### config.mk
export PLATFORM = sky130hd
export DESIGN_NAME = mt_xlat_flat
export DESIGN_NICKNAME = d
export VERILOG_FILES = /design/src/rtl/mt_xlat_if.sv /design/src/rtl/mt_xlat.sv /design/src/flat_wrapper.sv
export SDC_FILE = /design/constraint.sdc
export NUM_CORES = 1
export LEC_CHECK = 0
export CORE_AREA = 2 2 126 128
export DETAILED_ROUTE_END_ITERATION = 8
export DIE_AREA = 0 0 128 130
export GPL_TIMING_DRIVEN = 0
export PLACE_DENSITY = 0.75
export SETUP_SLACK_MARGIN = 0.2
export SYNTH_ARGS = -nofsm -noshare
export SYNTH_HDL_FRONTEND = slang
export SYNTH_SLANG_ARGS = --single-unit
### constraint.sdc
create_clock -name CLK -period 2.01 [get_ports CLK]
set_clock_uncertainty 0.15 [all_clocks]
set_input_delay 0.3015 -clock CLK [delete_from_list [all_inputs] [get_ports CLK]]
set_output_delay 0.3015 -clock CLK [all_outputs]
set_load 0.1 [all_outputs]
### src/rtl/mt_xlat_if.sv
// MBOX-to-SBUS translator bundle: MBOX request/data handshakes plus the SBUS memory-port signals.
// master = request/response side (MBOX and memories), slave = mt_xlat.
interface mt_xlat_if #(
    parameter int NPORTS = 2,
    parameter int DW     = 36,
    parameter int AW     = 22,
    parameter int NWORDS = 4
);
    localparam int IW = (NWORDS > 1) ? $clog2(NWORDS) : 1;

    logic              RQ_VALID;
    logic              RQ_READY;
    logic [AW-1:0]     RQ_ADR;
    logic              RQ_WR;
    logic [NWORDS-1:0] RQ_MASK;
    logic [DW-1:0]     WD_DATA;
    logic              WD_VALID;
    logic              WD_READY;
    logic [DW-1:0]     RD_DATA;
    logic [IW-1:0]     RD_IDX;
    logic              RD_VALID;
    logic              RD_PAR_ERR;
    logic              DONE;
    logic              ERR;
    logic [1:0]        ERR_CODE;

    logic [NPORTS-1:0] SB_START;
    logic [NWORDS-1:0] SB_RQ;
    logic              SB_RD_RQ;
    logic              SB_WR_RQ;
    logic [AW-1:0]     SB_ADR;
    logic              SB_ADR_PAR;
    logic [NPORTS-1:0] SB_ACKN;
    logic [NPORTS-1:0] SB_ERROR;
    logic [NPORTS-1:0] SB_ADR_PAR_ERR;
    logic [NPORTS-1:0] SB_DVALID_IN;
    logic [DW-1:0]     SB_D_IN;
    logic [DW-1:0]     SB_D_OUT;
    logic              SB_DPAR_IN;
    logic              SB_DPAR_OUT;
    logic              SB_DVALID_OUT;
    logic              SB_D_OE;

    modport master (
        output RQ_VALID, RQ_ADR, RQ_WR, RQ_MASK, WD_DATA, WD_VALID,
        output SB_ACKN, SB_ERROR, SB_ADR_PAR_ERR, SB_DVALID_IN, SB_D_IN, SB_DPAR_IN,
        input  RQ_READY, WD_READY, RD_DATA, RD_IDX, RD_VALID, RD_PAR_ERR, DONE, ERR, ERR_CODE,
        input  SB_START, SB_RQ, SB_RD_RQ, SB_WR_RQ, SB_ADR, SB_ADR_PAR,
        input  SB_D_OUT, SB_DPAR_OUT, SB_DVALID_OUT, SB_D_OE
    );

    modport slave (
        input  RQ_VALID, RQ_ADR, RQ_WR, RQ_MASK, WD_DATA, WD_VALID,
        input  SB_ACKN, SB_ERROR, SB_ADR_PAR_ERR, SB_DVALID_IN, SB_D_IN, SB_DPAR_IN,
        output RQ_READY, WD_READY, RD_DATA, RD_IDX, RD_VALID, RD_PAR_ERR, DONE, ERR, ERR_CODE,
        output SB_START, SB_RQ, SB_RD_RQ, SB_WR_RQ, SB_ADR, SB_ADR_PAR,
        output SB_D_OUT, SB_DPAR_OUT, SB_DVALID_OUT, SB_D_OE
    );
endinterface

### src/rtl/mt_xlat.sv
// Translates one MBOX quad request into an SBUS start/ack/data sequence on the port chosen by
// the address bits just above the word index; reports completion, timeout and SBUS errors.
module mt_xlat #(
    parameter int NPORTS  = 2,
    parameter int DW      = 36,
    parameter int AW      = 22,
    parameter int NWORDS  = 4,
    parameter int ACK_TMO = 255
) (
    input  logic        CLK,
    input  logic        CROBAR,
    mt_xlat_if.slave    bus
);
    localparam int IS = $clog2(NWORDS);
    localparam int IW = (IS > 0) ? IS : 1;
    localparam int PW = (NPORTS > 1) ? $clog2(NPORTS) : 1;
    localparam int TW = $clog2(ACK_TMO + 1);

    typedef enum logic [2:0] {S_IDLE, S_START, S_ACK, S_XFER, S_DONE, S_ERR} state_t;

    state_t            r_state, w_nxt;
    logic [AW-1:0]     r_adr;
    logic              r_wr;
    logic [NWORDS-1:0] r_mask;
    logic [PW-1:0]     r_port;
    logic [TW-1:0]     r_tmr;
    logic [1:0]        r_code, w_code;
    logic [DW-1:0]     r_rd_data;
    logic [IW-1:0]     r_rd_idx;
    logic              r_rd_valid, r_rd_par_err;
    logic [DW-1:0]     r_d_out;
    logic              r_dpar_out, r_dv_out;

    logic [PW-1:0]     w_port_in;
    logic [NPORTS-1:0] w_sel;
    logic              w_ackn, w_sberr, w_aperr, w_dvalid;
    logic              w_tmo, w_wd_ready, w_wd_acc, w_active, w_hold;
    logic [NWORDS-1:0] w_mask_rest;
    logic [IW-1:0]     w_low_idx;

    generate
        if (NPORTS > 1) begin : g_port
            assign w_port_in = bus.RQ_ADR[IS +: PW];
        end else begin : g_port1
            assign w_port_in = '0;
        end
    endgenerate

    // Only the selected port's responses are seen by the sequencer.
    assign w_sel       = NPORTS'(1) << r_port;
    assign w_ackn      = |(bus.SB_ACKN & w_sel);
    assign w_sberr     = |(bus.SB_ERROR & w_sel);
    assign w_aperr     = |(bus.SB_ADR_PAR_ERR & w_sel);
    assign w_dvalid    = |(bus.SB_DVALID_IN & w_sel);
    assign w_mask_rest = r_mask & (r_mask - NWORDS'(1));
    assign w_tmo       = (r_tmr == TW'(ACK_TMO - 1));
    assign w_wd_ready  = (r_state == S_XFER) && r_wr && !r_dv_out && (r_mask != '0);
    assign w_wd_acc    = w_wd_ready && bus.WD_VALID;
    assign w_active    = (r_state == S_START) || (r_state == S_ACK) || (r_state == S_XFER);
    assign w_hold      = (r_state == S_START) || (r_state == S_ACK);

    always_comb begin
        w_low_idx = '0;
        for (int i = NWORDS - 1; i >= 0; i--)
            if (r_mask[i]) w_low_idx = IW'(i);
    end

    always_ff @(posedge CLK) begin
        if (CROBAR) r_state <= S_IDLE;
        else        r_state <= w_nxt;
    end

    always_comb begin
        w_nxt  = r_state;
        w_code = 2'd0;
        case (r_state)
            S_IDLE:  if (bus.RQ_VALID) w_nxt = (bus.RQ_MASK == '0) ? S_DONE : S_START;
            S_START: w_nxt = S_ACK;
            S_ACK: begin
                if (w_sberr)                 begin w_nxt = S_ERR; w_code = 2'd3; end
                else if (w_ackn && w_aperr)  begin w_nxt = S_ERR; w_code = 2'd2; end
                else if (w_ackn)             w_nxt = S_XFER;
                else if (w_tmo)              begin w_nxt = S_ERR; w_code = 2'd1; end
            end
            S_XFER: begin
                if (w_sberr) begin
                    w_nxt = S_ERR; w_code = 2'd3;
                end else if (!r_wr) begin
                    if (w_dvalid) begin
                        if (w_mask_rest == '0) w_nxt = S_DONE;
                    end else if (w_tmo) begin
                        w_nxt = S_ERR; w_code = 2'd1;
                    end
                // a write finishes only after its last word has been strobed onto the bus
                end else if (r_dv_out && (r_mask == '0)) begin
                    w_nxt = S_DONE;
                end else if (!w_wd_acc && w_tmo) begin
                    w_nxt = S_ERR; w_code = 2'd1;
                end
            end
            S_DONE:  w_nxt = S_IDLE;
            S_ERR:   w_nxt = S_IDLE;
            default: w_nxt = S_IDLE;
        endcase
    end

    always_comb begin
        bus.RQ_READY      = (r_state == S_IDLE) && !CROBAR;
        bus.WD_READY      = w_wd_ready;
        bus.RD_DATA       = r_rd_data;
        bus.RD_IDX        = r_rd_idx;
        bus.RD_VALID      = r_rd_valid;
        bus.RD_PAR_ERR    = r_rd_par_err;
        bus.DONE          = (r_state == S_DONE);
        bus.ERR           = (r_state == S_ERR);
        bus.ERR_CODE      = (r_state == S_ERR) ? r_code : 2'd0;
        bus.SB_START      = w_hold ? w_sel : '0;
        bus.SB_RQ         = w_hold ? r_mask : '0;
        bus.SB_RD_RQ      = w_active && !r_wr;
        bus.SB_WR_RQ      = w_active && r_wr;
        bus.SB_ADR        = w_active ? r_adr : '0;
        bus.SB_ADR_PAR    = w_active && ~^r_adr;
        bus.SB_D_OUT      = r_dv_out ? r_d_out : '0;
        bus.SB_DPAR_OUT   = r_dv_out && r_dpar_out;
        bus.SB_DVALID_OUT = r_dv_out;
        bus.SB_D_OE       = (r_state == S_XFER) && r_wr;
    end

    always_ff @(posedge CLK) begin
        if (CROBAR) begin
            r_adr        <= '0;
            r_wr         <= 1'b0;
            r_mask       <= '0;
            r_port       <= '0;
            r_tmr        <= '0;
            r_code       <= 2'd0;
            r_rd_data    <= '0;
            r_rd_idx     <= '0;
            r_rd_valid   <= 1'b0;
            r_rd_par_err <= 1'b0;
            r_d_out      <= '0;
            r_dpar_out   <= 1'b0;
            r_dv_out     <= 1'b0;
        end else begin
            r_rd_valid <= 1'b0;
            r_dv_out   <= 1'b0;
            case (r_state)
                S_IDLE: if (bus.RQ_VALID) begin
                    r_adr  <= bus.RQ_ADR;
                    r_wr   <= bus.RQ_WR;
                    r_mask <= bus.RQ_MASK;
                    r_port <= w_port_in;
                end
                S_START: r_tmr <= '0;
                S_ACK:   r_tmr <= w_ackn ? '0 : r_tmr + TW'(1);
                S_XFER: begin
                    if (!r_wr && w_dvalid && !w_sberr) begin
                        r_rd_data    <= bus.SB_D_IN;
                        r_rd_idx     <= w_low_idx;
                        r_rd_valid   <= 1'b1;
                        r_rd_par_err <= ~(^bus.SB_D_IN ^ bus.SB_DPAR_IN);
                        r_mask       <= w_mask_rest;
                        r_tmr        <= '0;
                    end else if (w_wd_acc && !w_sberr) begin
                        r_d_out    <= bus.WD_DATA;
                        r_dpar_out <= ~^bus.WD_DATA;
                        r_dv_out   <= 1'b1;
                        r_mask     <= w_mask_rest;
                        r_tmr      <= '0;
                    end else begin
                        r_tmr <= r_tmr + TW'(1);
                    end
                end
                default: ;
            endcase
            if (w_nxt == S_ERR) r_code <= w_code;
        end
    end
endmodule

### src/flat_wrapper.sv
// flat-port wrapper written by rule: the top's interface ports become plain ports
module mt_xlat_flat 
#(
    parameter int NPORTS  = 2,
    parameter int DW      = 36,
    parameter int AW      = 22,
    parameter int NWORDS  = 4,
    parameter int ACK_TMO = 255
)
  (CLK, CROBAR, bus_RQ_VALID, bus_RQ_ADR, bus_RQ_WR, bus_RQ_MASK, bus_WD_DATA, bus_WD_VALID, bus_SB_ACKN, bus_SB_ERROR, bus_SB_ADR_PAR_ERR, bus_SB_DVALID_IN, bus_SB_D_IN, bus_SB_DPAR_IN, bus_RQ_READY, bus_WD_READY, bus_RD_DATA, bus_RD_IDX, bus_RD_VALID, bus_RD_PAR_ERR, bus_DONE, bus_ERR, bus_ERR_CODE, bus_SB_START, bus_SB_RQ, bus_SB_RD_RQ, bus_SB_WR_RQ, bus_SB_ADR, bus_SB_ADR_PAR, bus_SB_D_OUT, bus_SB_DPAR_OUT, bus_SB_DVALID_OUT, bus_SB_D_OE);
  mt_xlat_if #(.NPORTS(NPORTS), .DW(DW), .AW(AW), .NWORDS(NWORDS)) bus_i ();
  input  logic CLK;
  input  logic CROBAR;
  input wire logic [$bits(bus_i.RQ_VALID)-1:0] bus_RQ_VALID;
  input wire logic [$bits(bus_i.RQ_ADR)-1:0] bus_RQ_ADR;
  input wire logic [$bits(bus_i.RQ_WR)-1:0] bus_RQ_WR;
  input wire logic [$bits(bus_i.RQ_MASK)-1:0] bus_RQ_MASK;
  input wire logic [$bits(bus_i.WD_DATA)-1:0] bus_WD_DATA;
  input wire logic [$bits(bus_i.WD_VALID)-1:0] bus_WD_VALID;
  input wire logic [$bits(bus_i.SB_ACKN)-1:0] bus_SB_ACKN;
  input wire logic [$bits(bus_i.SB_ERROR)-1:0] bus_SB_ERROR;
  input wire logic [$bits(bus_i.SB_ADR_PAR_ERR)-1:0] bus_SB_ADR_PAR_ERR;
  input wire logic [$bits(bus_i.SB_DVALID_IN)-1:0] bus_SB_DVALID_IN;
  input wire logic [$bits(bus_i.SB_D_IN)-1:0] bus_SB_D_IN;
  input wire logic [$bits(bus_i.SB_DPAR_IN)-1:0] bus_SB_DPAR_IN;
  output wire logic [$bits(bus_i.RQ_READY)-1:0] bus_RQ_READY;
  output wire logic [$bits(bus_i.WD_READY)-1:0] bus_WD_READY;
  output wire logic [$bits(bus_i.RD_DATA)-1:0] bus_RD_DATA;
  output wire logic [$bits(bus_i.RD_IDX)-1:0] bus_RD_IDX;
  output wire logic [$bits(bus_i.RD_VALID)-1:0] bus_RD_VALID;
  output wire logic [$bits(bus_i.RD_PAR_ERR)-1:0] bus_RD_PAR_ERR;
  output wire logic [$bits(bus_i.DONE)-1:0] bus_DONE;
  output wire logic [$bits(bus_i.ERR)-1:0] bus_ERR;
  output wire logic [$bits(bus_i.ERR_CODE)-1:0] bus_ERR_CODE;
  output wire logic [$bits(bus_i.SB_START)-1:0] bus_SB_START;
  output wire logic [$bits(bus_i.SB_RQ)-1:0] bus_SB_RQ;
  output wire logic [$bits(bus_i.SB_RD_RQ)-1:0] bus_SB_RD_RQ;
  output wire logic [$bits(bus_i.SB_WR_RQ)-1:0] bus_SB_WR_RQ;
  output wire logic [$bits(bus_i.SB_ADR)-1:0] bus_SB_ADR;
  output wire logic [$bits(bus_i.SB_ADR_PAR)-1:0] bus_SB_ADR_PAR;
  output wire logic [$bits(bus_i.SB_D_OUT)-1:0] bus_SB_D_OUT;
  output wire logic [$bits(bus_i.SB_DPAR_OUT)-1:0] bus_SB_DPAR_OUT;
  output wire logic [$bits(bus_i.SB_DVALID_OUT)-1:0] bus_SB_DVALID_OUT;
  output wire logic [$bits(bus_i.SB_D_OE)-1:0] bus_SB_D_OE;
  assign bus_i.RQ_VALID = bus_RQ_VALID;
  assign bus_i.RQ_ADR = bus_RQ_ADR;
  assign bus_i.RQ_WR = bus_RQ_WR;
  assign bus_i.RQ_MASK = bus_RQ_MASK;
  assign bus_i.WD_DATA = bus_WD_DATA;
  assign bus_i.WD_VALID = bus_WD_VALID;
  assign bus_i.SB_ACKN = bus_SB_ACKN;
  assign bus_i.SB_ERROR = bus_SB_ERROR;
  assign bus_i.SB_ADR_PAR_ERR = bus_SB_ADR_PAR_ERR;
  assign bus_i.SB_DVALID_IN = bus_SB_DVALID_IN;
  assign bus_i.SB_D_IN = bus_SB_D_IN;
  assign bus_i.SB_DPAR_IN = bus_SB_DPAR_IN;
  assign bus_RQ_READY = bus_i.RQ_READY;
  assign bus_WD_READY = bus_i.WD_READY;
  assign bus_RD_DATA = bus_i.RD_DATA;
  assign bus_RD_IDX = bus_i.RD_IDX;
  assign bus_RD_VALID = bus_i.RD_VALID;
  assign bus_RD_PAR_ERR = bus_i.RD_PAR_ERR;
  assign bus_DONE = bus_i.DONE;
  assign bus_ERR = bus_i.ERR;
  assign bus_ERR_CODE = bus_i.ERR_CODE;
  assign bus_SB_START = bus_i.SB_START;
  assign bus_SB_RQ = bus_i.SB_RQ;
  assign bus_SB_RD_RQ = bus_i.SB_RD_RQ;
  assign bus_SB_WR_RQ = bus_i.SB_WR_RQ;
  assign bus_SB_ADR = bus_i.SB_ADR;
  assign bus_SB_ADR_PAR = bus_i.SB_ADR_PAR;
  assign bus_SB_D_OUT = bus_i.SB_D_OUT;
  assign bus_SB_DPAR_OUT = bus_i.SB_DPAR_OUT;
  assign bus_SB_DVALID_OUT = bus_i.SB_DVALID_OUT;
  assign bus_SB_D_OE = bus_i.SB_D_OE;
  mt_xlat #(.NPORTS(NPORTS), .DW(DW), .AW(AW), .NWORDS(NWORDS), .ACK_TMO(ACK_TMO)) u_core (.CLK(CLK), .CROBAR(CROBAR), .bus(bus_i));
endmodule
### Word level (Yosys, flattened, before mapping)

Cells that the tools add are included.

| operators by class | value |
|---|---|
| add/subtract/negate cells | 2 |
| equal/unequal tests | 9 |
| shift operators | 1 |
| multiplexer cells | 42 |
| bitwise logic cells | 9 |
| reduce and logical (&&, ||, !) cells | 42 |

Operator list:

| kind | number |
|---|---|
| $mux W3 | 12 |
| $mux W36 | 1 |
| $reduce_xnor A36 Y1 | 1 |
| $reduce_xor A36 Y1 | 1 |
| $mux W2 | 13 |
| $mux W8 | 3 |
| $pmux W8 S3 | 1 |
| $mux W22 | 1 |
| $reduce_xnor A22 Y1 | 1 |
| $mux W4 | 4 |
| $logic_and A1 B1 Y1 | 15 |
| $logic_not A4 Y1 | 3 |
| $pmux W3 S4 | 1 |
| $reduce_or A2 Y1 | 5 |
| $eq A3 B3 Y1 const B | 3 |
| $add A8 B1 Y8 const B | 1 |
| $and A2 B2 Y2 | 4 |
| $eq A8 B8 Y1 const B | 1 |
| $pmux W4 S2 | 1 |
| $eq A3 B2 Y1 const B | 2 |
| $reduce_and A3 Y1 | 2 |
| $logic_not A1 Y1 | 5 |
| $and A4 B4 Y4 | 1 |
| $mux W1 | 4 |
| other kinds (15) | 19 |

| storage, ports and cells | value |
|---|---|
| bits in registers | 119 |
| output and inout port bits | 116 |
| word-level logic and storage cells | 119 |

### Depth between registers and ports, before layout

Gate-level depths: netlist of the first run.

| logic depth | value |
|---|---|
| depth in word-level cells | 13 |
| mapped depth | 9 |
| mapped depth without buffers | 8 |

### Worst setup path after synthesis of the first run

No wires, ideal clock.

| path | value |
|---|---|
| path type | register to output |
| start | register u_core.r_state[2] |
| end | output port bus_RQ_READY |
| data arrival time | 3.533 ns |
| required time | 1.559 ns |
| setup slack | -1.975 ns |
| stages on the path, launching flop included | 4 |
| path through | dfxtp_1 buf_2 clkbuf_1 nor4_1 |

| on the way | value |
|---|---|
| cells in the longest elaborated chain, start to end | 2 |

Ends and longest elaborated chain:

| element | line | RTL |
|---|---|---|
| start: declaration | mt_xlat.sv:21 | `state_t r_state, w_nxt;` |
| start signal: assignment | mt_xlat.sv:70 | `else r_state <= w_nxt;` |
| $logic_not A3 Y1 | mt_xlat.sv:108 | `bus.RQ_READY = (r_state == S_IDLE) && !CROBAR;` |
| $logic_and A1 B1 Y1 | mt_xlat.sv:108 |  |
| end: declaration | flat_wrapper.sv:26 | `output wire logic [$bits(bus_i.RQ_READY)-1:0] bus_RQ_READY;` |

No other way between the ends.

==> summary.txt, run 1 <==
Critical path
  – Crit end category: flip-flop
  – Worst Path Arrival: 2.60 ns
  – Max FO, Critical Path: 3
  – Crit-path max cell delay: 0.48 ns
  – Worst Setup Path Type: flip-flop to flip-flop
  – Crit-path cells: buf_6 -> buf_6 -> mux2_4 -> or4_4 -> buf_6 -> a31oi_4 -> buf_6 -> nor3_1 -> a21oi_1 -> nor2_1
  – Worst Path Buf+Inv: 4
  – Cell mode on critical path: buf_6
  – Slowest CP cell: or4_4
  – Worst path required time: 2.13 ns
  – Crit path max-delay family: simple AND/OR/NAND/NOR gates
  – Nature of the critical path startpoint: flip-flop

Drt
  – Drc violations: 0
  – Post-route ant nets: 0
  – Routed WL: 28.17 mm
  – Initial DRT Pass Iterations: 5
  – Routed len/inst: 21.69 µm
  – Drt via density: 5.463
  – Vias after detailed routing: 7,096
  – Iter 0 DRT Violations: 465

CTS
  – Clock sinks: 118
  – Clk buf depth: 2
  – CTS root buf: clkbuf_16
  – CTS buffer count: 17
  – Clock latency on the worst-skew pair: 0.43 ns
  – Worst-path clk slew: 0.06 ns
  – CTS tree: yes
  – # H-tree levels: 4

Layout
  – Fillers: 838
  – Multi-input gate area: 4644 µm²
  – Share of layout cells above drive strength 1: 0.5045
  – Final #Nets: 1,207
  – Fin util: 0.8042
  – Post-Layout Cell Count: 1,299
  – Layout area overhead: 108.2%
  – Most frequent cells in the layout: nand2_1, clkdlybuf4s50_1, dfxtp_1
  – Sequential Area: 2396 µm²
  – Commonest non-fill, non-tap cell in the layout: nand2_1

Pwr
  – P_leak: 4.605 nW
  – Comb pwr share: 0.317
  – VDD IR max: 0.6219 mV
  – Register share of total power: 0.290
  – Clock power share: 0.393
  – Power per Cell Area: 690.0 nW/µm²
  – Net Sw Power: 2.792 mW
  – Int Power: 5.767 mW
  – Sw frac: 0.3262

Synth
  – Cell variety after synth: 52
  – Ys flop type: dfxtp_1
  – Synthesized area per cell: 7.809 µm²
  – Seq/Total Area, Yosys: 0.3965
  – Yosys warning count: 0
  – Cells after Synth: 763
  – Async SR Flop Fraction: 0
  – Synthesized flop and latch total: 118
  – Post-synth EDFFs: 0
  – Post-Syn Area: 5958 µm²
  – Syn_nets: 877

Timing
  – Final Hold Viols: 0
  – Worst Slack Setup Final: -0.4663 ns
  – Tightest Pin Transition: 0.8055 ns
  – RSZ-0062 raised after global routing: yes
  – WHS: 0.1176 ns
  – Final Max Tran Viols: 0
  – Final period utilization: 1.232
  – Tmin final: 2.476 ns
  – Headroom to the max-slew limit: 0.4630
  – Setup-failing EPs final: 151
  – FMAX: 0.4038 GHz

GRT
  – Initial antenna violation count: 1
  – Largest net degree at the start of global routing: 17
  – Tot GR Track Use: 0.2765
  – Grt total ovfl: 0
  – First-pass GRT wire length: 35.49 mm
  – Vias in the first global route: 6,757

Floorplanning
  – Chip Height: 130 µm
  – Core area: 15,420 µm²
  – Initial Util: 0.3863
  – Row count: 46
  – Die X: 128 µm
  – I/O Pins: 228
  – Area of the die: 16,640 µm²

Worst hold path
  – Hold crit path type: input port to flip-flop

Placement
  – Post-DP HPWL: 14.01 mm
  – DP Cell Count: 1,182
  – GP Congestion: 0.8526
  – Port bufs: 227

Status
  – Failing checks: negative setup slack
  – Status: finished, violations left

Flow run
  – Max_cap viols: 0
==> final cells by class <==
| class | count | area share |
|---|---|---|
| Antenna cell | 1 | 0.0002017 |
| Buffer | 51 | 0.04821 |
| Clock buffer | 18 | 0.03540 |
| Clock inverter | 14 | 0.01594 |
| Inverter | 7 | 0.002118 |
| Multi-Input combinational cell | 588 | 0.3744 |
| Sequential cell | 118 | 0.1932 |
| Tap cell | 192 | 0.01937 |
| Timing Repair Buffer | 310 | 0.3112 |
==> registers in the layout, indices dropped and copies added, names as in the netlist <==
register	flops
u_core.r_mask	4
u_core.r_d_out	36
u_core.bus.RD_DATA	36
u_core.bus.RD_PAR_ERR	1
u_core.r_dpar_out	1
u_core.r_tmr	8
u_core.bus.RD_IDX	2
u_core.r_state	3
u_core.r_wr	1
u_core.bus.RD_VALID	1
u_core.bus.SB_DVALID_OUT	1
u_core.r_code	2
u_core.r_adr	22
==> power by group through the flow <==
stage	sequential (mW)	clock [mW]	combinational, mW
after floorplan	2.53	0	1.40
after global placement	2.52	0	1.96
after detailed placement	2.52	0	1.98
after CTS	2.47	3.34	2.42
after global routing	2.49	3.48	2.82
final	2.48	3.37	2.71
==> cells by family (layout without fill, tap and decap cells) <==
kind of cell	count (synthesis)	after routing	share of synthesized area
xor+xnor	89	89	0.1378
flops	118	118	0.3965
compound gates	143	143	0.1350
fa+ha+maj	3	3	0.005879
simple gates	349	350	0.2782
buf+inv	58	400	0.04074
mux	3	3	0.005879
other cells	0	1	0
==> routing by layer <==
| metal | GRT usage | up-vias | wire length, µm |
|---|---|---|---|
| met4 | 0.1273 | 0 | 1426 |
| met1 | 0.3152 | 3400 | 10190 |
| met3 | 0.08077 | 117 | 2214 |
| li1 | - | 3194 | - |
| met2 | 0.4810 | 385 | 14340 |
| met5 | 0 | - | 0 |
==> synthesized netlist by cell type (4+ instances only) <==
| cell | n | share of area |
|---|---|---|
| nand3_1 | 5 | 0.0042 |
| a21oi_1 | 111 | 0.093 |
| clkbuf_1 | 35 | 0.022 |
| nor3_1 | 16 | 0.013 |
| nand2_1 | 207 | 0.13 |
| xnor2_1 | 75 | 0.11 |
| o31ai_1 | 4 | 0.0050 |
| nor4_1 | 4 | 0.0042 |
| dfxtp_1 | 118 | 0.40 |
| nor2_1 | 20 | 0.013 |
| and2_1 | 67 | 0.070 |
| nand2b_1 | 4 | 0.0042 |
| xor2_1 | 11 | 0.016 |
| nand3b_1 | 4 | 0.0050 |
| buf_2 | 14 | 0.012 |
| inv_1 | 7 | 0.0044 |
| o21ai_0 | 9 | 0.0076 |
==> worst paths after layout <==
kind | startpoint | endpoint | slack, ns | cells past startpoint
max | u_core.r_adr[2]$_SDFFE_PP0P_ | u_core.r_tmr[1]$_SDFFE_PP0N_ | -0.47 | 10
min | CROBAR | u_core.bus.SB_DVALID_OUT$_SDFF_PP0_ | 0.12 | 2
max reg2reg | u_core.r_adr[2]$_SDFFE_PP0P_ | u_core.r_tmr[1]$_SDFFE_PP0N_ | -0.47 | 10
min reg2reg | u_core.bus.RD_DATA[1]$_SDFFE_PP0P_ | u_core.bus.RD_DATA[1]$_SDFFE_PP0P_ | 0.31 | 2
==> stage by stage <==
step / setup TNS, ns / setup slack [ns] / area (µm²) / total power [mW]
floorplan: -0.2084 / -0.05565 / 6302 / 3.933
global placement: -110.86 / -1.131 / 8815 / 4.480
detailed placement: -113.27 / -1.144 / 8815 / 4.502
CTS: -16.14 / -0.4035 / 11340 / 8.224
global route: -40.79 / -0.5820 / 12400 / 8.788
finish: -34.82 / -0.4663 / 12400 / 8.559
==> what timing repair did <==
item	4_1_cts	5_1_grt
setup buffers	47	24
pin swaps	83	136
endpoints found under the setup margin	227	211
resized for setup	955	347
hold buffers	0	0
cloned	8	5
Note: power is estimated with default switching activity, not from simulation.
==> inputs of run 2 (changes only) <==
CORE_AREA = 2 2 112 114   (was 2 2 126 128)
DIE_AREA = 0 0 114 116   (was 0 0 128 130)
DONT_BUFFER_PORTS = 1   (was not set)
PLACE_DENSITY = 0.67   (was 0.75)
==> summary.txt, run 2 (synthesis gave the netlist of run 1 again) <==
Status
  – Status: finished, violations left
  – Failing checks: negative setup slack

GRT
  – Tot GR Track Use: 0.3336 (+0.05717)
  – First-pass GRT wire length: 34.12 mm (-3.9%)
  – Initial antenna violation count: 0 (-1)
  – Grt total ovfl: 0 (unchanged)
  – Largest net degree at the start of global routing: 17 (unchanged)
  – Vias in the first global route: 6,659 (-1.5%)

CTS
  – Clk buf depth: 2 (unchanged)
  – CTS root buf: clkbuf_16
  – Clock sinks: 118 (unchanged)
  – Worst-path clk slew: 0.06 ns (about the same)
  – # H-tree levels: 4 (unchanged)
  – Clock latency on the worst-skew pair: 0.43 ns (about the same)
  – CTS buffer count: 17 (unchanged)
  – CTS tree: yes

Drt
  – Post-route ant nets: 0 (unchanged)
  – Routed len/inst: 25.74 µm (+19%)
  – Iter 0 DRT Violations: 593 (+28%)
  – Drt via density: 6.245 (+14%)
  – Vias after detailed routing: 7,032 (-0.90%)
  – Initial DRT Pass Iterations: 5 (unchanged)
  – Drc violations: 0 (unchanged)
  – Routed WL: 28.98 mm (+2.9%)

Critical path
  – Crit end category: primary output
  – FF-to-FF End: u_core.r_tmr[1]$_SDFFE_PP0N_
  – FF-to-FF path depth: 12 (+2)
  – Worst Setup Path Type: flip-flop to primary output
  – Max FO, Critical Path: 3 (unchanged)
  – Worst setup path endpoint: bus_SB_ADR_PAR
  – Worst path required time: 1.56 ns (-0.57 ns)
  – Worst Path Arrival: 2.27 ns (-0.33 ns)
  – Reg-to-reg startpoint: u_core.r_state[2]$_SDFF_PP0_
  – Register-to-register setup slack: -0.47 ns (about the same)
  – Nature of the critical path startpoint: flip-flop
  – CP startpoint: u_core.r_adr[11]$_SDFFE_PP0P_

Timing
  – Final Max Tran Viols: 0 (unchanged)
  – Setup-failing EPs final: 163 (+7.9%)
  – Headroom to the max-slew limit: 0.08543 (-0.3776)
  – Final period utilization: 1.354 (+0.1221)
  – WHS: 0.06003 ns (-0.05760 ns)
  – Worst Slack Setup Final: -0.7118 ns (-0.2455 ns)
  – FMAX: 0.3674 GHz (-9.0%)
  – Tmin final: 2.722 ns (+0.2455 ns)
  – RSZ-0062 raised after global routing: yes
  – Tightest Pin Transition: 1.362 ns (+0.5561 ns)
  – Final Hold Viols: 0 (unchanged)

Pwr
  – VDD IR max: 0.5130 mV (-18%)
  – Power per Cell Area: 750.2 nW/µm² (+8.7%)
  – Overall power: 8.071 mW (-5.7%)
  – P_leak: 3.884 nW (-16%)

Floorplanning
  – Initial Util: 0.5002 (+0.1139)
  – Die X: 114 µm (-11%)
  – Chip Height: 116 µm (-11%)
  – Core area: 11,910 µm² (-23%)
  – I/O Pins: 228 (unchanged)
  – Row count: 40 (-13%)
  – Area of the die: 13,220 µm² (-21%)

Layout
  – Final #Nets: 1,082 (-10%)
  – Design Area, Final: 10,760 µm² (-13%)
  – Layout area overhead: 80.55%
  – Post-Layout Cell Count: 1,126 (-13%)
  – Commonest non-fill, non-tap cell in the layout: nand2_1
  – Most frequent cells in the layout: nand2_1, dlygate4sd3_1, a21oi_2
  – Share of layout cells above drive strength 1: 0.5271 (+0.02255)
  – N_diodes: 0 (-1)

Placement
  – GP Congestion: 0.8696 (+2.0%)
  – DP Cell Count: 910 (-23%)
  – Post-DP HPWL: 12.25 mm (-13%)
  – Post-DP Area: 6486 µm² (-26%)
  – Port bufs: 0 (-100%)

Flow run
  – Max_cap viols: 0 (unchanged)

Worst hold path
  – Hold crit path type: input port to flip-flop
run 2: cell count changes in the layout (fill, tap and decap cells not counted), moves of 5 or more:
| cell | before | now |
|---|---|---|
| clkdlybuf4s50_1 | 106 | 0 |
| dlygate4sd3_1 | 0 | 100 |
| buf_12 | 80 | 13 |
| dfxtp_1 | 103 | 60 |
| dfxtp_2 | 9 | 52 |
| buf_2 | 30 | 2 |
| nand2_1 | 133 | 111 |
| a21oi_1 | 39 | 27 |
| a21oi_2 | 72 | 84 |
| nand2_2 | 26 | 38 |
| nand2_4 | 48 | 58 |
| clkdlybuf4s18_2 | 9 | 0 |
| buf_4 | 32 | 26 |
| clkinv_2 | 1 | 6 |
run 2: final cells by class:
type	instances	area, µm²
buffer	51	669.4
clock buffer	20	456.7
clock inverter	10	106.4
fill	455	1154
inverter	7	30.03
multi-input combinational	588	4766
sequential	118	2450
tap	147	183.9
timing repair buffer	185	2096
run 2: stage by stage:
step / util / TNS, ns / worst slack [ns]
finish: 0.9032 / -35.25 / -0.7118
global route: 0.9032 / -39.93 / -0.7763
CTS: 0.8033 / -26.05 / -0.5518
detailed placement: 0.5445 / -25.06 / -0.4693
global placement: 0.5445 / -20.87 / -0.4358
floorplan: - / -0.2084 / -0.05565
run 2: critical path, stage by stage (launching register included):
cell and delay [ns]:
dfxtp_1 0.34, xnor2_1 0.21, xnor2_1 0.17, xnor2_1 0.13
xnor2_1 0.26, xnor2_1 0.19, nor2_4 0.54
run 2: how the worst min path moves through the flow:
| stage | start | end | slack (ns) | depth (start not counted) |
|---|---|---|---|---|
| after global routing | bus_SB_ADR_PAR_ERR[0] | u_core.r_code[1]$_SDFFE_PP0N_ | 0.13 | 4 |
| after detailed placement | CROBAR | u_core.bus.SB_DVALID_OUT$_SDFF_PP0_ | 0.22 | 1 |
| after global placement | CROBAR | u_core.bus.SB_DVALID_OUT$_SDFF_PP0_ | 0.22 | 1 |
| after CTS | bus_SB_ADR_PAR_ERR[0] | u_core.r_code[1]$_SDFFE_PP0N_ | 0.06 | 4 |
| final | bus_SB_ADR_PAR_ERR[0] | u_core.r_code[1]$_SDFFE_PP0N_ | 0.06 | 4 |
| after floorplan | CROBAR | u_core.bus.SB_DVALID_OUT$_SDFF_PP0_ | 0.22 | 1 |
run 2: per-layer routing:
metal	track usage	wire, µm	vias up
met5	0	0	-
met4	0.1797	2031	0
met3	0.09728	2425	188
met2	0.5877	14720	581
met1	0.3633	9802	3332
li1	-	-	2931
run 2: repair_timing:
item                                    in CTS  in global routing
hold buffers                               100                  0
cloned                                      14                  4
setup buffers                               47                 21
endpoints found under the hold margin      104                  0
endpoints found under the setup margin     226                185
resized for setup                          279                257
pin swaps                                  124                 85
run 2: power by group:
| part | total, mW | internal (mW) | switching, mW |
|---|---|---|---|
| clock | 3.04 | 1.86 | 1.18 |
| combinational | 2.52 | 1.08 | 1.44 |
| sequential | 2.51 | 2.41 | 0.105 |
| total | 8.07 | 5.35 | 2.72 |
==> inputs of run 3 (changes only) <==
PLACE_DENSITY = not set   (was 0.67)
clock period = 2.7 ns   (was 2.01 ns; I/O delays follow)
==> summary.txt, run 3 (synthesis gave the netlist of run 1 again) <==
Timing
  – Tightest Pin Transition: 1.323 ns (-0.03903 ns)
  – Final period utilization: 0.9766
  – Final TNS setup: 0 ns (+35.25 ns)
  – RSZ-0062 raised after global routing: yes
  – Tmin final: 2.637 ns
  – Worst Slack Setup Final: 0.06310 ns (+0.7749 ns)
  – Setup-failing EPs final: 0 (-100%)
  – Headroom to the max-slew limit: 0.1117 (+0.02622)
  – Final Max Tran Viols: 0 (unchanged)
  – FMAX: 0.3792 GHz
  – Final Hold Viols: 0 (unchanged)

CTS
  – CTS tree: yes
  – CTS buffer count: 17 (unchanged)
  – Clk buf depth: 2 (unchanged)
  – Clock sinks: 118 (unchanged)
  – Clock latency on the worst-skew pair: 0.41 ns (-0.02 ns)
  – CTS root buf: clkbuf_16
  – Worst-path clk slew: 0.06 ns (about the same)
  – # H-tree levels: 4 (unchanged)

GRT
  – Largest net degree at the start of global routing: 17 (unchanged)
  – Tot GR Track Use: 0.2792 (-0.05439)
  – Initial antenna violation count: 0 (unchanged)
  – Vias in the first global route: 6,031 (-9.4%)
  – First-pass GRT wire length: 28.64 mm (-16%)
  – Grt total ovfl: 0 (unchanged)

Critical path
  – Worst Path Buf+Inv: 0 (unchanged)
  – Crit-path cells: xor2_2 -> xnor2_1 -> xnor2_1 -> xnor2_1 -> xnor2_1 -> nor2_4
  – Nature of the critical path startpoint: flip-flop
  – Slowest CP cell: nor2_4
  – Crit end category: primary output
  – Worst path required time: 2.14 ns (+0.58 ns)
  – Worst Setup Path Type: flip-flop to primary output
  – Crit path max-delay family: XOR/XNOR gates
  – Max FO, Critical Path: 3 (unchanged)
  – Crit-path max cell delay: 0.53 ns (about the same)
  – Cell mode on critical path: xnor2_1
  – Worst Path Arrival: 2.08 ns (-0.19 ns)

Drt
  – Vias after detailed routing: 5,738 (-18%)
  – Drt via density: 5.465 (-12%)
  – Routed WL: 18.58 mm (-36%)
  – Drc violations: 0 (unchanged)
  – Initial DRT Pass Iterations: 5 (unchanged)
  – Post-route ant nets: 0 (unchanged)
  – Iter 0 DRT Violations: 355 (-40%)
  – Routed len/inst: 17.70 µm (-31%)

Placement
  – Port bufs: 0 (unchanged)
  – Worst slack, placed: -0.1789 ns (+0.2905 ns)
  – GP Congestion: 0.8358 (-3.9%)
  – Post-DP HPWL: 12.67 mm (+3.5%)
  – DP Cell Count: 910 (unchanged)

Flow run
  – Max_cap viols: 0 (unchanged)

Floorplanning
  – Row count: 40 (unchanged)
  – Initial Util: 0.5002 (unchanged)
  – Area of the die: 13,220 µm² (unchanged)
  – Core area: 11,910 µm² (unchanged)
  – Chip Height: 116 µm (unchanged)
  – Die X: 114 µm (unchanged)
  – I/O Pins: 228 (unchanged)

Status
  – Status: finished, final reports clean

Layout
  – Fillers: 957 (+110%)
  – Layout area overhead: 39.58%
  – Sequential Area: 2392 µm² (-2.3%)
  – Post-Layout Cell Count: 1,050 (-6.7%)
  – Share of layout cells above drive strength 1: 0.1960 (-0.3311)
  – Commonest non-fill, non-tap cell in the layout: nand2_1
  – Final #Nets: 1,005 (-7.1%)
  – Most frequent cells in the layout: nand2_1, a21oi_1, dlygate4sd3_1
  – Multi-input gate area: 3667 µm² (-23%)
  – N_diodes: 0 (unchanged)

Pwr
  – VDD IR max: 0.4162 mV (-19%)
  – Power per Cell Area: 683.9 nW/µm² (-8.8%)
  – P_leak: 2.967 nW (-24%)

Worst hold path
  – Hold crit path type: input port to flip-flop
[run 3: area by class of cell]
class / count / area share
inverter: 7 / 0.003159
sequential: 118 / 0.2876
multi-input combinational: 587 / 0.4410
timing repair buffer: 110 / 0.1339
tap: 147 / 0.02212
buffer: 50 / 0.03671
clock inverter: 10 / 0.02136
clock buffer: 21 / 0.05416
[run 3: per-layer routing]
layer | vias to the layer above | GRT usage | wire length [µm]
met4 | 0 | 0.1252 | 456
met3 | 39 | 0.08787 | 1469
li1 | 2766 | - | -
met1 | 2700 | 0.2999 | 7283
met2 | 233 | 0.5044 | 9373
met5 | - | 0 | 0
[run 3: final timing paths]
check | cells past startpoint | to | from | slack [ns]
setup reg to reg | 7 | u_core.r_tmr[4]$_SDFFE_PP0N_ | u_core.r_adr[2]$_SDFFE_PP0P_ | 0.33
hold / removal | 2 | u_core.r_mask[0]$_SDFFE_PP0P_ | bus_RQ_MASK[0] | 0.02
setup / recovery | 6 | bus_SB_ADR_PAR | u_core.r_adr[8]$_SDFFE_PP0P_ | 0.06
hold reg to reg | 2 | u_core.r_d_out[1]$_SDFFE_PP0P_ | u_core.r_d_out[1]$_SDFFE_PP0P_ | 0.30
[run 3: repair_timing]
item	in CTS	in global routing
setup buffers	9	2
gates resized for setup	158	30
pin swaps	18	18
cloned	0	0
endpoints found under the setup margin	107	104
hold buffers	99	0
hold endpoints to repair	99	0
[run 3: report_power, final]
part	switching (mW)	internal (mW)	total, mW
clock	0.786	1.65	2.43
combinational	0.807	0.577	1.38
sequential	0.0756	1.79	1.87
total	1.67	4.02	5.69
[run 3: metrics by stage]
stage | power, mW | hold WS, ns | cell area [µm²] | utilization
floorplan | 2.848 | 0.2817 | 6023 | -
global placement | 2.993 | 0.2871 | 6207 | 0.5211
detailed placement | 3.013 | 0.2935 | 6220 | 0.5222
CTS | 5.656 | 0.007522 | 8223 | 0.6903
global route | 5.886 | 0.02889 | 8317 | 0.6982
finish | 5.688 | 0.01792 | 8317 | 0.6982
